===== src/rtl/bbox_draw.sv =====
// bbox_draw: draws a rectangle outline into the image RAM, one registered write per cycle,
// optionally clearing the whole frame to BG first.
module bbox_draw #(
    parameter int WIDTH   = 100,
    parameter int HEIGHT  = 100,
    parameter int COORD_W = 7,
    parameter int ADDR_W  = 14,
    parameter int DATA_W  = 8,
    parameter logic [DATA_W-1:0] FG = 8'hFF,
    parameter logic [DATA_W-1:0] BG = 8'h00
) (
    input  logic               CLOCK_50,
    input  logic               rst,
    input  logic               start,
    input  logic               clear,
    input  logic [COORD_W-1:0] xMin,
    input  logic [COORD_W-1:0] yMin,
    input  logic [COORD_W-1:0] xMax,
    input  logic [COORD_W-1:0] yMax,
    output logic               busy,
    output logic               done,
    output logic               err,
    output logic               wr_en,
    output logic [ADDR_W-1:0]  wr_addr,
    output logic [DATA_W-1:0]  wr_data
);
    typedef enum logic [2:0] {IDLE, CLEAR, TOP, BOTTOM, SIDES, DONE} state_t;

    localparam logic [ADDR_W-1:0]  LAST = ADDR_W'(WIDTH * HEIGHT - 1);
    localparam logic [ADDR_W-1:0]  STEP = ADDR_W'(WIDTH);
    localparam logic [COORD_W-1:0] ONE  = COORD_W'(1);

    // Shift-and-add row base so no multiplier is inferred.
    function automatic logic [ADDR_W-1:0] row_base(input logic [COORD_W-1:0] y);
        row_base = '0;
        for (int i = 0; i < COORD_W; i++)
            if (y[i]) row_base = row_base + (STEP << i);
    endfunction

    state_t st_q, st_d;
    logic [COORD_W-1:0] xmin_q, ymin_q, xmax_q, ymax_q;
    logic [COORD_W-1:0] x_q, x_d, y_q, y_d;
    logic [ADDR_W-1:0]  base_q, base_d, top_q, btm_q, addr_q, addr_d;
    logic [DATA_W-1:0]  data_q, data_d;
    logic side_q, side_d, done_q, done_d, err_q, err_d, wr_en_q, wr_en_d;
    logic lat, bad;

    assign bad = (xMin > xMax) || (yMin > yMax) || (int'(xMax) >= WIDTH) || (int'(yMax) >= HEIGHT);

    always_comb begin
        st_d    = st_q;
        x_d     = x_q;
        y_d     = y_q;
        side_d  = side_q;
        base_d  = base_q;
        done_d  = done_q;
        err_d   = err_q;
        wr_en_d = 1'b0;
        lat     = 1'b0;
        case (st_q)
            IDLE, DONE: if (start) begin
                lat    = 1'b1;
                done_d = bad;
                err_d  = bad;
                if (bad) st_d = DONE;
                else begin
                    wr_en_d = 1'b1;
                    st_d    = clear ? CLEAR : TOP;
                    x_d     = xMin;
                    base_d  = row_base(yMin);
                end
            end
            CLEAR: begin
                wr_en_d = 1'b1;
                if (addr_q == LAST) begin
                    st_d   = TOP;
                    x_d    = xmin_q;
                    base_d = top_q;
                end
            end
            TOP: begin
                if (x_q != xmax_q) begin
                    wr_en_d = 1'b1;
                    x_d     = x_q + ONE;
                end else if (ymax_q != ymin_q) begin
                    wr_en_d = 1'b1;
                    st_d    = BOTTOM;
                    x_d     = xmin_q;
                    base_d  = btm_q;
                end else begin
                    st_d   = DONE;
                    done_d = 1'b1;
                end
            end
            BOTTOM: begin
                if (x_q != xmax_q) begin
                    wr_en_d = 1'b1;
                    x_d     = x_q + ONE;
                end else if ((ymax_q - ymin_q) > ONE) begin
                    wr_en_d = 1'b1;
                    st_d    = SIDES;
                    y_d     = ymin_q + ONE;
                    base_d  = top_q + STEP;
                    x_d     = xmin_q;
                    side_d  = 1'b0;
                end else begin
                    st_d   = DONE;
                    done_d = 1'b1;
                end
            end
            SIDES: begin
                if (!side_q && xmax_q != xmin_q) begin
                    wr_en_d = 1'b1;
                    side_d  = 1'b1;
                    x_d     = xmax_q;
                end else if (y_q + ONE != ymax_q) begin
                    wr_en_d = 1'b1;
                    y_d     = y_q + ONE;
                    base_d  = base_q + STEP;
                    x_d     = xmin_q;
                    side_d  = 1'b0;
                end else begin
                    st_d   = DONE;
                    done_d = 1'b1;
                end
            end
            default: st_d = IDLE;
        endcase
        addr_d = !wr_en_d ? addr_q :
                 (st_d == CLEAR) ? ((st_q == CLEAR) ? addr_q + ADDR_W'(1) : '0) :
                 base_d + ADDR_W'(x_d);
        data_d = !wr_en_d ? data_q : (st_d == CLEAR) ? BG : FG;
    end

    always_ff @(posedge CLOCK_50 or posedge rst) begin
        if (rst) begin
            st_q    <= IDLE;
            x_q     <= '0;
            y_q     <= '0;
            side_q  <= 1'b0;
            base_q  <= '0;
            done_q  <= 1'b0;
            err_q   <= 1'b0;
            wr_en_q <= 1'b0;
            addr_q  <= '0;
            data_q  <= '0;
            xmin_q  <= '0;
            ymin_q  <= '0;
            xmax_q  <= '0;
            ymax_q  <= '0;
            top_q   <= '0;
            btm_q   <= '0;
        end else begin
            st_q    <= st_d;
            x_q     <= x_d;
            y_q     <= y_d;
            side_q  <= side_d;
            base_q  <= base_d;
            done_q  <= done_d;
            err_q   <= err_d;
            wr_en_q <= wr_en_d;
            addr_q  <= addr_d;
            data_q  <= data_d;
            if (lat) begin
                xmin_q <= xMin;
                ymin_q <= yMin;
                xmax_q <= xMax;
                ymax_q <= yMax;
                top_q  <= row_base(yMin);
                btm_q  <= row_base(yMax);
            end
        end
    end

    // Every non-idle cycle of a valid draw is a write, so busy tracks the strobe.
    assign busy    = wr_en_q;
    assign done    = done_q;
    assign err     = err_q;
    assign wr_en   = wr_en_q;
    assign wr_addr = addr_q;
    assign wr_data = data_q;
endmodule


===== config.mk =====
export PLATFORM = sky130hd
export DESIGN_NAME = bbox_draw
export DESIGN_NICKNAME = d
export VERILOG_FILES = /design/src/rtl/bbox_draw.sv
export SDC_FILE = /design/constraint.sdc
export NUM_CORES = 1
export LEC_CHECK = 0
export BUFFER_PORTS_ARGS = -buffer_cell sky130_fd_sc_hd__buf_2
export CAP_MARGIN = 0
export CORE_MARGIN = 5
export CORE_UTILIZATION = 50
export CTS_CLUSTER_SIZE = 16
export DETAILED_ROUTE_END_ITERATION = 10
export HOLD_SLACK_MARGIN = 0.03
export PLACE_DENSITY = 0.76
export SLEW_MARGIN = 0
export SYNTH_ARGS = -nofsm -noshare
export SYNTH_HDL_FRONTEND = slang
export SYNTH_SLANG_ARGS = --single-unit

===== constraint.sdc =====
create_clock -name CLOCK_50 -period 4.35 [get_ports CLOCK_50]
set_input_delay 0.435 -clock CLOCK_50 [delete_from_list [all_inputs] [get_ports CLOCK_50]]
set_output_delay 0.435 -clock CLOCK_50 [all_outputs]
set_load 0.01 [all_outputs]

== After elaboration in Yosys (flattened, before gate mapping) ==
Index checks and enable logic that the tools add are counted.

* Register bits: 113
* Bits of input ports: 32
* Output and inout port bits: 26
* Word-level logic and storage cells: 194

* $add $sub $neg: 26
* Magnitude comparators: 5
* Equality and inequality tests: 21
* Multiplexer cells: 113
* Reductions and logical operators: 13

{| class="wikitable"
|+ Operators by type and width
! operator !! number
|-
| two-way mux 14 bit || 59
|-
| two-way mux 7 bit || 15
|-
| one-hot mux 14 bit (5 select lines) || 1
|-
| adder 14 x 10 -> 14 bit, second input constant || 3
|-
| adder 14 x 11 -> 14 bit, second input constant || 3
|-
| adder 14 x 12 -> 14 bit, second input constant || 3
|-
| adder 14 x 13 -> 14 bit, second input constant || 3
|-
| adder 14 x 8 -> 14 bit, second input constant || 3
|-
| adder 14 x 9 -> 14 bit, second input constant || 3
|-
| one-hot mux 7 bit (5 select lines) || 1
|-
| adder 14 x 7 -> 14 bit, second input constant || 2
|-
| inequality test 7 bit || 4
|-
| two-way mux 3 bit || 8
|-
| two-way mux 1 bit || 22
|-
| adder 7 x 1 -> 7 bit, second input constant || 3
|-
| inequality test 2 bit, second input constant || 9
|-
| one-hot mux 3 bit (5 select lines) || 1
|-
| adder 14 x 1 -> 14 bit, second input constant || 1
|-
| adder 14 x 7 -> 14 bit || 1
|-
| equality test 14 bit, second input constant || 1
|-
| >= comparator 7 bit, second input constant || 2
|-
| > comparator 7 bit || 2
|-
| one-hot mux 7 bit (2 select lines) || 1
|-
| two-way mux 8 bit || 1
|-
| 21 further kinds || 26
|}

== Longest topological paths before layout ==
* Depth in word-level cells: 39
* Depth in mapped cells: 28
* Gate-level depth less buffers: 26

== Worst setup path after synthesis ==
No wires, ideal clock.

* Path kind: reg-to-reg
* Start point: register ymin_q[0]
* End point: register addr_q[12], in the netlist wr_addr[12]
* Setup time: 79 ps
* Arrival: 4676 ps
* Required time: 4271 ps
* Path slack: -406 ps
* Stages on the path, launching flop included: 25
* Buffers on the path: 1
* Clock period less this slack: 4756 ps
* Path through: dfrtp_1 ha_1 fa_1 nand2b_1 a21oi_1 mux2_2 and4_1 clkbuf_1 o21ai_1 nand3_1 or2_2 o21a_1 ha_1 fa_1 a21oi_1 nor2_1 nor2_1 o21bai_1 a21oi_1 inv_1 a21oi_1 nor2_1 nand3_1 xnor2_1 a2bb2oi_1

* Cells in the longest elaborated chain, start to end: 7
* Elaborated cells on any way between the ends: 26
* Those cells by class: add/sub: 2; order compare: 1; eq/ne: 2; mux: 21

{| class="wikitable"
|+ RTL lines
! what !! line !! text
|-
| start, declared || 41 || <nowiki>logic [COORD_W-1:0] xmin_q, ymin_q, xmax_q, ymax_q;</nowiki>
|-
| start signal, assigned || 166 || <nowiki>ymin_q <= yMin;</nowiki>
|-
| subtractor 7 bit || 99 || <nowiki>end else if ((ymax_q - ymin_q) > ONE) begin</nowiki>
|-
| > comparator 7 x 1 -> 1 bit || 99 ||
|-
| two-way mux 14 bit || 99 ||
|-
| two-way mux 14 bit || 96 || <nowiki>if (x_q != xmax_q) begin</nowiki>
|-
| one-hot mux 14 bit (5 select lines) (*) || 60 || <nowiki>case (st_q)</nowiki>
|-
| net base_d[0] || 43 || <nowiki>logic [ADDR_W-1:0] base_q, base_d, top_q, btm_q, addr_q, addr_d;</nowiki>
|-
| adder 14 x 7 -> 14 bit (*) || 131 || <nowiki>base_d + ADDR_W'(x_d);</nowiki>
|-
| two-way mux 14 bit (*) || 130 || <nowiki>(st_d == CLEAR) ? ((st_q == CLEAR) ? addr_q + ADDR_W'(1) : '0) :</nowiki>
|-
| end signal, assigned || 162 || <nowiki>addr_q <= addr_d;</nowiki>
|-
| end, declared || 43 ||
|}

Mark *: on every way through the listed nets, which the timed path passes. The rest lies on a longest branch.
A chain may end at the register's enable or synchronous reset.

== Final worst setup path ==
* Start point: register ymin_q[0]
* End point: register addr_q[4], in the netlist wr_addr[4]

The elaborated chain is that of the path after synthesis.

==> metrics.txt <==
Final ANT Viol Nets=0; Top Layer Used=met5; Layout Nets=1361; slew at the pin closest to its max-slew limit=0.793 ns; CORE AREA=16600 µm²; Post-synth EDFFs=0; FF+latch count, synth=96; Post-DP HPWL=20.7 mm; worst hold slack=0.210 ns; flop2flop setup slack=-0.13 ns; CTS Buffer Depth=2; CTS hold repair buffers=0; Setup WS post-layout=-0.132 ns; Slew Limit Fails=0; VDD IR max=0.520 mV; asr flop ratio synth=100%; Iter 0 DRT Violations=911; Root Buffer Master=clkbuf_16; CP max stage delay=0.42 ns; ANT cells=0; synthesized area=8540 µm²; total CTS buffers=9; I/O pin count=58; Critical Path RT=4.60 ns; status=finished with violations; crit path max fanout=5; first-pass GRT wire length=44.4 mm; Final Instance Area=10900 µm²; share of cells above drive strength 1=27.1%; # DRC=0; later-pin clock latency in the skew report=0.36 ns; FILL cells=1402; MaxCap Viol Count=0; endpoint class of the critical path=flip-flop; Comb pwr share=68.9%; worst reg2reg path startpoint=ymin_q[0]; CTS clk-pin slew, worst paths=0.08 ns; count of final setup violators=7; Initial Util=51.3%; H-tree depth=3; Placed Cells=1467; Switch Pwr=3.97 mW; total number of vias=9181; stages on the worst setup path=26; Worst Path Buf+Inv=11; drt pass-1 iters=6; synth top area cells=dfrtp_1, ha_1, nand2_1, xnor2_1, o21ai_0; Die H=141 µm; Pwr Total=8.57 mW; initial antenna violation count=1; ys flop type=dfrtp_1; Clk network pwr share=9.9%; slowest CP cell=dfrtp_1; most common cell after layout, fill and taps aside=buf_4; Top delay family on crit path=buffers and inverters; Die ar.=19800 µm²; HP Class=input port to async pin; fin crit period=4.48 ns; syn_nets=1166; worst flop-to-flop path endpoint=wr_addr[4]; Cells after Synth=1084; placed instance area=10200 µm²; most frequent cells in the layout=buf_4, nand2_1, dfrtp_1, nor2_1, o21ai_0; Slew Limit Headroom=46.7%; unrepaired setup endpoints after global routing=yes; clock sinks=96; Cell Int Power=4.60 mW; Layout Utilization=65.3%; CP dominant cell by count=buf_4; leak pwr=5.01 nW; RD Place Congestion=0.987; final period utilization=103%; Site Rows=47; CTS tree=yes; syn avg cell area=7.88 µm²; failing checks=negative setup slack; sequential power share=21.1%; GRT Resource Usage Total=27.5%; Layout Skew=0.0112 ns; vias per inst=6.10; Yosys cell types=88; vias in the first global route=8766; Die W=141 µm; met3 wire length=2.38 mm; f_max=223 MHz; pwr dens=788 nW/µm²; total gr overflow=0; non-filler cells, final=1504; critical path type=flip-flop to flip-flop; Sw Ratio=46.3%; R2R depth=26; routed len/inst=18.4 µm; pin count of the biggest net entering global routing=65; Worst setup SP type=flip-flop; post-synth top area cell=dfrtp_1; Routed WL=27.6 mm; met2 wire len=13.0 mm; top cell type's share of synthesized area=28.1%; synthesis-to-layout area growth=27.4%; Metal-1 WL=11.2 mm; PortBufs=57; Hold Fails Final Rpt=0; register area share after synthesis=28.1%; Critical Path AT=4.73 ns; yosys warns=0
sequential cells by signal (all words and copies together), names as in the netlist:
name,cells
done,1
y_q,7
xmin_q,7
base_q,14
btm_q,9
top_q,9
wr_addr,14
err,1
busy,1
st_q,3
x_q,7
ymax_q,7
ymin_q,7
side_q,1
xmax_q,7
wr_data,1
metrics by stage:
step                setup WS, ns  setup TNS (ns)
detailed placement        -0.305           -1.84
global placement          -0.235           -1.21
global route              -0.333           -2.39
floorplan              -0.000247       -0.000247
CTS                      -0.0182         -0.0195
finish                    -0.132          -0.554
synthesized netlist by cell type, types with 4 or more instances:
cell type  instances
nand3_1           41
a31oi_1           18
dfrtp_1           96
a21o_1             7
nor3_1            24
xnor2_1           53
a21oi_1           52
nand2b_1          10
nor2b_1           10
and2_1            14
o21bai_1           6
buf_4              8
nor2_1            85
o22ai_1            9
clkbuf_1          41
a211oi_1          14
nor4_1            10
mux2i_1            8
o21ai_0           92
inv_1             55
a221o_1            4
buf_2              4
o211ai_1           5
a22o_1             4
nor3b_1           10
buf_1              4
a221oi_1           9
nand2_1          154
ha_1              48
a222oi_1           4
o21a_1             7
and3_1            14
a2111oi_0          4
a22oi_1           11
xor2_1            37
or3_1             10
a311oi_1           5
or2_2              7
nand4_1           10
worst reg2reg max path: cells and delay by family (launching register included):
| family | cells | cell delay [ns] |
|---|---|---|
| and+or+nand+nor | 7 | 1.02 |
| DFF | 1 | 0.42 |
| AOI/OAI and AO/OA | 3 | 0.35 |
| muxes | 1 | 0.32 |
| adders and majority gates | 3 | 0.80 |
| xor gates and xnor gates | 1 | 0.12 |
| buffers and inverters | 11 | 1.37 |
final cells by class:
cell class / instances / area [µm²] / area share [%]
well taps: 220 / 275 / 2.53
clock buffers: 9 / 225 / 2.07
clock inverters: 7 / 86.3 / 0.794
repair buffers: 241 / 1680 / 15.5
multi-input cells: 873 / 5980 / 55.0
flip-flops and latches: 96 / 2400 / 22.1
inverters: 58 / 220 / 2.03
routing by layer:
layer | up-vias | track usage, %
met3 | 74 | 4.98
met1 | 4395 | 36.1
li1 | 4275 | -
met4 | 2 | 10.9
met5 | - | 0
met2 | 435 | 44.9
repair_timing:
item                                    in CTS  in global routing
endpoints found under the hold margin        0                  0
endpoints found under the setup margin       8                  9
gates cloned                                 1                  0
setup buffers                               16                  6
pin swaps                                   22                 29
gates resized for setup                     29                 26
cell families (layout without fill, tap and decap cells):
| logic type | Yosys count | in the layout | share of synthesized area [%] |
|---|---|---|---|
| DFF | 96 | 96 | 28.1 |
| and+or+nand+nor | 418 | 419 | 23.3 |
| muxes | 11 | 11 | 1.33 |
| adders and majority gates | 50 | 50 | 7.50 |
| buffers and inverters | 116 | 315 | 5.60 |
| xor gates and xnor gates | 95 | 95 | 10.3 |
| AOI/OAI and AO/OA | 298 | 298 | 23.9 |
power by group through the flow:
stage / Clock (mW) / Combinational, mW / Sequential [mW]
CTS: 0.859 / 5.48 / 1.78
detailed placement: 0 / 5.06 / 1.79
finish: 0.851 / 5.91 / 1.81
global placement: 0 / 4.94 / 1.78
global route: 0.894 / 6.39 / 1.86
floorplan: 0 / 3.24 / 1.73
how the worst max path moves through the flow:
| stage | to | slack [ns] | start |
|---|---|---|---|
| after floorplan | wr_addr[12] | -0.0002 | ymin_q[0] |
| after global placement | wr_addr[12] | -0.23 | ymin_q[1] |
| after detailed placement | wr_addr[12] | -0.31 | yMax[4] |
| after CTS | wr_addr[13] | -0.02 | ymin_q[1] |
| after global routing | wr_addr[13] | -0.33 | ymin_q[0] |
| final | wr_addr[4] | -0.13 | ymin_q[0] |
No activity file was read; power rests on OpenSTA's default activity.
